--- src/rtl/rv32i_types.sv ---
// Shared types for the data-memory access path.
//   rv32i_word       : 32-bit machine word
//   mem_size_t       : access size encoding used on req_type (2'b11 is illegal)
//   mem_ctrl_state_t : mem_access_ctrl sequencer states
package rv32i_types;

  typedef logic [31:0] rv32i_word;

  typedef enum logic [1:0] {
    MEM_WORD = 2'b00,
    MEM_BYTE = 2'b01,
    MEM_HALF = 2'b10
  } mem_size_t;

  typedef enum logic [1:0] {
    IDLE,
    ACCESS,
    RESP
  } mem_ctrl_state_t;

endpackage

--- src/rtl/store_align.sv ---
// Store lane alignment (purely combinational).
// Ports:
//   req_type    in  2   access size (word/byte/half; 2'b11 yields no lanes)
//   addr        in  2   byte offset within the word
//   wdata       in  32  right-aligned store data
//   byte_enable out 4   lanes written by this store
//   wdata_rep   out 32  store data replicated across all candidate lanes
module store_align
  import rv32i_types::*;
(
  input  logic [1:0] req_type,
  input  logic [1:0] addr,
  input  rv32i_word  wdata,
  output logic [3:0] byte_enable,
  output rv32i_word  wdata_rep
);

  always_comb begin
    byte_enable = 4'b0000;
    wdata_rep   = wdata;
    case (req_type)
      MEM_BYTE: begin
        byte_enable = 4'b0001 << addr;
        wdata_rep   = {4{wdata[7:0]}};
      end
      MEM_HALF: begin
        byte_enable = addr[1] ? 4'b1100 : 4'b0011;
        wdata_rep   = {2{wdata[15:0]}};
      end
      MEM_WORD: begin
        byte_enable = 4'b1111;
      end
      default: begin
        byte_enable = 4'b0000;
      end
    endcase
  end

endmodule

--- src/rtl/mem_access_ctrl.sv ---
// Data-memory access sequencer: takes one load/store at a time from the
// memory stage, drives a single-outstanding memory port, and returns the
// extended load data (or an error) to the pipeline.
// Ports:
//   clk, rst_n                 clock, asynchronous active-low reset
//   req_valid/req_ready        request handshake
//   req_write, req_type,
//   req_unsigned, req_addr,
//   req_wdata                  request fields
//   rsp_valid/rsp_ready        response handshake
//   rsp_rdata, rsp_error       response payload
//   mem_read, mem_write,
//   mem_address,
//   mem_byte_enable, mem_wdata memory command (held until mem_resp)
//   mem_rdata, mem_resp        memory completion
// Optional build macro MEM_TIMEOUT_EN: abort an access that waits
// TIMEOUT_CYCLES cycles without mem_resp and report it as an error.
module mem_access_ctrl
  import rv32i_types::*;
#(
  parameter int unsigned TIMEOUT_CYCLES = 255
) (
  input  logic        clk,
  input  logic        rst_n,
  input  logic        req_valid,
  output logic        req_ready,
  input  logic        req_write,
  input  logic [1:0]  req_type,
  input  logic        req_unsigned,
  input  rv32i_word   req_addr,
  input  rv32i_word   req_wdata,
  output logic        rsp_valid,
  input  logic        rsp_ready,
  output rv32i_word   rsp_rdata,
  output logic        rsp_error,
  output logic        mem_read,
  output logic        mem_write,
  output rv32i_word   mem_address,
  output logic [3:0]  mem_byte_enable,
  output rv32i_word   mem_wdata,
  input  rv32i_word   mem_rdata,
  input  logic        mem_resp
);

  mem_ctrl_state_t state_q, state_d;

  logic        write_p1, unsigned_p1;
  logic [1:0]  type_p1;
  rv32i_word   addr_p1, wdata_p1;
  logic [3:0]  be_p1;
  rv32i_word   rdata_p2;
  logic        error_p2;

  logic        accept, misaligned, complete, timeout_hit;
  logic [3:0]  be_al;
  rv32i_word   wdata_al;

  function automatic rv32i_word load_extract(rv32i_word raw, logic [1:0] typ,
                                             logic [1:0] off, logic uns);
    logic [7:0]  b;
    logic [15:0] h;
    b = raw[8*off +: 8];
    h = off[1] ? raw[31:16] : raw[15:0];
    case (typ)
      MEM_BYTE: load_extract = {{24{b[7] & ~uns}}, b};
      MEM_HALF: load_extract = {{16{h[15] & ~uns}}, h};
      default:  load_extract = raw;
    endcase
  endfunction

  store_align u_store_align (
    .req_type    (req_type),
    .addr        (req_addr[1:0]),
    .wdata       (req_wdata),
    .byte_enable (be_al),
    .wdata_rep   (wdata_al)
  );

  assign accept     = (state_q == IDLE) && req_valid;
  assign complete   = (state_q == ACCESS) && mem_resp;
  assign misaligned = (req_type == 2'b11) ||
                      ((req_type == MEM_HALF) && req_addr[0]) ||
                      ((req_type == MEM_WORD) && (req_addr[1:0] != 2'b00));

`ifdef MEM_TIMEOUT_EN
  localparam int unsigned CNT_W = ($clog2(TIMEOUT_CYCLES + 1) > 8) ?
                                  $clog2(TIMEOUT_CYCLES + 1) : 8;
  logic [CNT_W-1:0] wait_cnt_q;

  // Counts ACCESS cycles without mem_resp; zero whenever not in ACCESS so
  // every new access starts from a cleared count.
  always_ff @(posedge clk or negedge rst_n) begin
    if (!rst_n) begin
      wait_cnt_q <= '0;
    end else if (state_q != ACCESS) begin
      wait_cnt_q <= '0;
    end else if (!mem_resp) begin
      wait_cnt_q <= wait_cnt_q + 1'b1;
    end
  end

  // Fires on the cycle whose increment would bring the count to
  // TIMEOUT_CYCLES; a concurrent mem_resp takes priority.
  assign timeout_hit = (state_q == ACCESS) && !mem_resp &&
                       (wait_cnt_q == CNT_W'(TIMEOUT_CYCLES - 1));
`else
  logic unused_timeout_cfg;
  assign unused_timeout_cfg = (TIMEOUT_CYCLES != 0);
  assign timeout_hit        = 1'b0;
`endif

  always_ff @(posedge clk or negedge rst_n) begin
    if (!rst_n) begin
      state_q <= IDLE;
    end else begin
      state_q <= state_d;
    end
  end

  always_comb begin
    state_d         = state_q;
    req_ready       = 1'b0;
    rsp_valid       = 1'b0;
    rsp_rdata       = '0;
    rsp_error       = 1'b0;
    mem_read        = 1'b0;
    mem_write       = 1'b0;
    mem_address     = '0;
    mem_byte_enable = 4'b0000;
    mem_wdata       = '0;
    case (state_q)
      IDLE: begin
        req_ready = 1'b1;
        if (req_valid) begin
          state_d = misaligned ? RESP : ACCESS;
        end
      end
      ACCESS: begin
        mem_read        = ~write_p1;
        mem_write       = write_p1;
        mem_address     = {addr_p1[31:2], 2'b00};
        mem_byte_enable = be_p1;
        mem_wdata       = write_p1 ? wdata_p1 : '0;
        if (complete || timeout_hit) begin
          state_d = RESP;
        end
      end
      RESP: begin
        rsp_valid = 1'b1;
        rsp_rdata = rdata_p2;
        rsp_error = error_p2;
        if (rsp_ready) begin
          state_d = IDLE;
        end
      end
      default: state_d = IDLE;
    endcase
  end

  // Stage p1: request captured at accept, drives the memory port.
  // Stage p2: response payload captured at completion/abort; a rejected
  // request loads its error response directly at accept.
  always_ff @(posedge clk) begin
    if (accept) begin
      write_p1    <= req_write;
      unsigned_p1 <= req_unsigned;
      type_p1     <= req_type;
      addr_p1     <= req_addr;
      be_p1       <= req_write ? be_al : 4'b0000;
      wdata_p1    <= wdata_al;
      rdata_p2    <= '0;
      error_p2    <= misaligned;
    end else if (complete) begin
      rdata_p2 <= write_p1 ? '0 :
                  load_extract(mem_rdata, type_p1, addr_p1[1:0], unsigned_p1);
      error_p2 <= 1'b0;
    end else if (timeout_hit) begin
      rdata_p2 <= '0;
      error_p2 <= 1'b1;
    end
  end

endmodule

--- config.mk ---
export PLATFORM = sky130hd
export DESIGN_NAME = mem_access_ctrl
export DESIGN_NICKNAME = d
export VERILOG_FILES = /design/src/rtl/rv32i_types.sv /design/src/rtl/store_align.sv /design/src/rtl/mem_access_ctrl.sv
export SDC_FILE = /design/constraint.sdc
export NUM_CORES = 1
export LEC_CHECK = 0
export ABC_AREA = 1
export ABC_CLOCK_PERIOD_IN_PS = 3420
export CELL_PAD_IN_SITES_DETAIL_PLACEMENT = 0
export CELL_PAD_IN_SITES_GLOBAL_PLACEMENT = 1
export CORE_AREA = 2 2 136 138
export DETAILED_ROUTE_END_ITERATION = 8
export DIE_AREA = 0 0 138 140
export PLACE_DENSITY = 0.92
export SETUP_SLACK_MARGIN = 0.15
export SLEW_MARGIN = 10
export SYNTH_ARGS = -nofsm -noshare
export SYNTH_HDL_FRONTEND = slang
export SYNTH_SLANG_ARGS = --single-unit
--- constraint.sdc ---
create_clock -name clk -period 3.42 [get_ports clk]
set_input_delay 0.513 -clock clk [delete_from_list [all_inputs] [get_ports clk]]
set_output_delay 0.513 -clock clk [all_outputs]
set_load 0.01 [all_outputs]
==> run_results.csv <==
group,metric,value,unit
route,wirelength,15.6,mm
final_layout,fin_cells,1152,
route,highest_layer,"met5",
final_layout,layout_commonest_cell,"nand2_1",
clocking,clockBufferDepth,2,
critical_path,critPathLaunch,"state_q[0]",
floorplanning,initial_core_util,30.8,%
global_route,antenna_found_initial,1,
clocking,post_cts_buffers,0,
route,drc,0,
critical_path,endpoint_kind,"output port",
floorplanning,core_area,17800,sq um
min_path,hold_path.class,"input port to asynchronous set/reset pin",
floorplanning,die_area,19300,sq um
timing,drv_slew,0,
place,gp_congestion,0.835,
timing,setup_slack,0.564,ns
timing,skew,0.0102,ns
synthesis,avgSynthCellArea,7.54,sq um
final_layout,diodes,0,
clocking,cts_tree,"built",
run,maxCapViolCount,0,
floorplanning,dieHeight,140,um
place,dp_slack,0.851,ns
route,route.met3.wl,713,um
clocking,clock_latency,0.35,ns
critical_path,cp-start-kind,"register",
global_route,grt_pass1_vias,4565,
timing,max_freq,0.350,GHz
final_layout,num-nets-final,1029,
route,wl_per_cell,13.5,um
timing,max_slew_margin,25.7,%
critical_path,cp-endpoint,"mem_wdata[25]",
global_route,grt_pass1_wl,24.0,mm
synthesis,ys_ff_latch,107,
route,met1_length,6.98,mm
timing,finalHoldViolations,0,
route,vias,4925,
floorplanning,die_w,138,um
route,antenna_left,0,
clocking,cts_made_buffers,9,
clocking,cts_sinks,107,
global_route,grt_usage,15.6,%
timing,timing.final.crit_period,2.86,ns
clocking,root_buffer,"clkbuf_16",
critical_path,rrSetupSlack,1.08,ns
timing,setup_viol,0,
synthesis,ys_seq_area_share,52.6,%
clocking,hold_buffers,0,
floorplanning,rows,49,
outcome,status,"completed",
critical_path,r2r-start,"state_q[0]",
power_and_ir_drop,vdd_drop_max,345,uV
timing,tightest_slew,1.11,ns
clocking,post_cts_resized,0,
final_layout,fin_util,45.1,%
clocking,h-tree-depth,3,
power_and_ir_drop,p_leak,3.50,nW
critical_path,ff2ff_path_depth,8,
timing,tns,0,ns
final_layout,area_growth,46.4,%
place,portBuffers,207,
global_route,grt_max_degree,69,
clocking,clkTransAtPathRegs,0.07,ns
place,dp_hpwl,11.6,mm
power_and_ir_drop,powerDensity,575,nW/um^2
route,first_pass_iters,4,
floorplanning,num_io_pins,210,
synthesis,ys_warn_count,0,
critical_path,crit_path_max_fanout,68,
final_layout,mostFrequentLayoutCells,"nand2_1 (220), clkdlybuf4s50_1 (207), nor2_1 (146)",
critical_path,crit_type,"register to output port",
final_layout,drive_gt1_share,4.44,%
global_route,gr-total-overflow,0,
power_and_ir_drop,finalPower,4.61,mW
synthesis,syn_area,5480,sq um
critical_path,worstPathRequired,2.91,ns
critical_path,r2r_end,"rdata_p2[0]",
route,wl_met2,7.49,mm
timing,final.period_utilization,83.5,%
synthesis,syn_inst,726,
place,dp_cells,1136,
critical_path,critPathArrivalTime,2.34,ns
synthesis,synth.distinct_cells,29,
route,vias_per_cell,4.28,
timing,rsz0062_at_grt,"false",
route,drt_iter0_drc,404,
## how the worst min path moves through the flow
stage                       from      endpoint
global route               rst_n    state_q[1]
global placement    rdata_p2[23]  rdata_p2[23]
detailed placement  rdata_p2[11]  rdata_p2[11]
floorplan                  rst_n    state_q[0]
finish                     rst_n    state_q[1]
CTS                        rst_n    state_q[1]
## state kept, by name, indices dropped and copies added, names as in the netlist
register,cells
type_p1,2
state_q,2
addr_p1,32
be_p1,4
wdata_p1,32
rdata_p2,32
unsigned_p1,1
write_p1,1
error_p2,1
## layout make-up
cell class                 count  area [sq um]
clock buffer                   9           225
tap                          229           287
clock inverter                 7          62.6
timing repair buffer         212          2120
multi-input combinational    450          1920
inverter                     138           518
fill                        1781          9760
sequential                   107          2880
## per-stage QoR
| step | cell area (sq um) | hold WS [ns] |
|---|---|---|
| finish | 8020 | 0.324 |
| floorplan | 5480 | 0.217 |
| global placement | 7730 | 0.438 |
| detailed placement | 7730 | 0.440 |
| CTS | 8020 | 0.306 |
| global route | 8020 | 0.317 |
## worst max-delay path: stages, from the launching register on
cell and delay (ns):
dfrtp_1 0.38, inv_2 0.07, nor2_2 0.05, inv_2 0.78, nor2_1 0.14, clkdlybuf4s50_1 0.54
## power breakdown
group          internal [mW]  switching, mW
logic                  0.715           1.03
clock network          0.507          0.504
registers               1.74          0.115
total                   2.96           1.65
## cells in the mapped netlist
| cell | number | area share (%) |
|---|---|---|
| a31oi_1 | 4 | 0.46 |
| a21oi_1 | 5 | 0.46 |
| a21oi_2 | 3 | 0.48 |
| nor2_1 | 146 | 10 |
| nor2_4 | 1 | 0.21 |
| dfrtp_1 | 2 | 0.91 |
| nor3_1 | 2 | 0.18 |
| o21ai_1 | 1 | 0.091 |
| buf_2 | 14 | 1.3 |
| nand2_4 | 1 | 0.21 |
| inv_2 | 8 | 0.55 |
| inv_1 | 128 | 8.8 |
| ha_1 | 6 | 1.4 |
| nand3_4 | 1 | 0.32 |
| buf_4 | 3 | 0.41 |
| buf_6 | 1 | 0.21 |
| nand2_2 | 2 | 0.23 |
| nand2_8 | 1 | 0.37 |
| o21bai_2 | 1 | 0.21 |
| nand2_1 | 220 | 15 |
| o21ai_0 | 28 | 2.6 |
| clkbuf_1 | 14 | 0.96 |
| dfxtp_1 | 32 | 12 |
| nor2_2 | 1 | 0.11 |
| o22ai_1 | 16 | 1.8 |
| conb_1 | 1 | 0.068 |
| nand3_1 | 9 | 0.82 |
| edfxtp_1 | 73 | 40 |
| clkinv_1 | 2 | 0.14 |
## cells by family (layout without fill, tap and decap cells)
kind of cell	Yosys count	after routing	share of synthesized area (%)
AOI/OAI and AO/OA	58	58	6.08
other	1	2	0.0685
DFF	107	107	52.6
adders and majority gates	6	6	1.37
buffers and inverters	170	366	12.3
and+or+nand+nor	384	384	27.5
## per-layer routing
| metal | track usage [%] | up-vias |
|---|---|---|
| li1 | - | 2573 |
| met1 | 20.3 | 2187 |
| met2 | 26.0 | 136 |
| met3 | 2.70 | 27 |
| met4 | 6.39 | 2 |
| met5 | 0 | - |
Note: power is estimated with default switching activity, not from simulation.
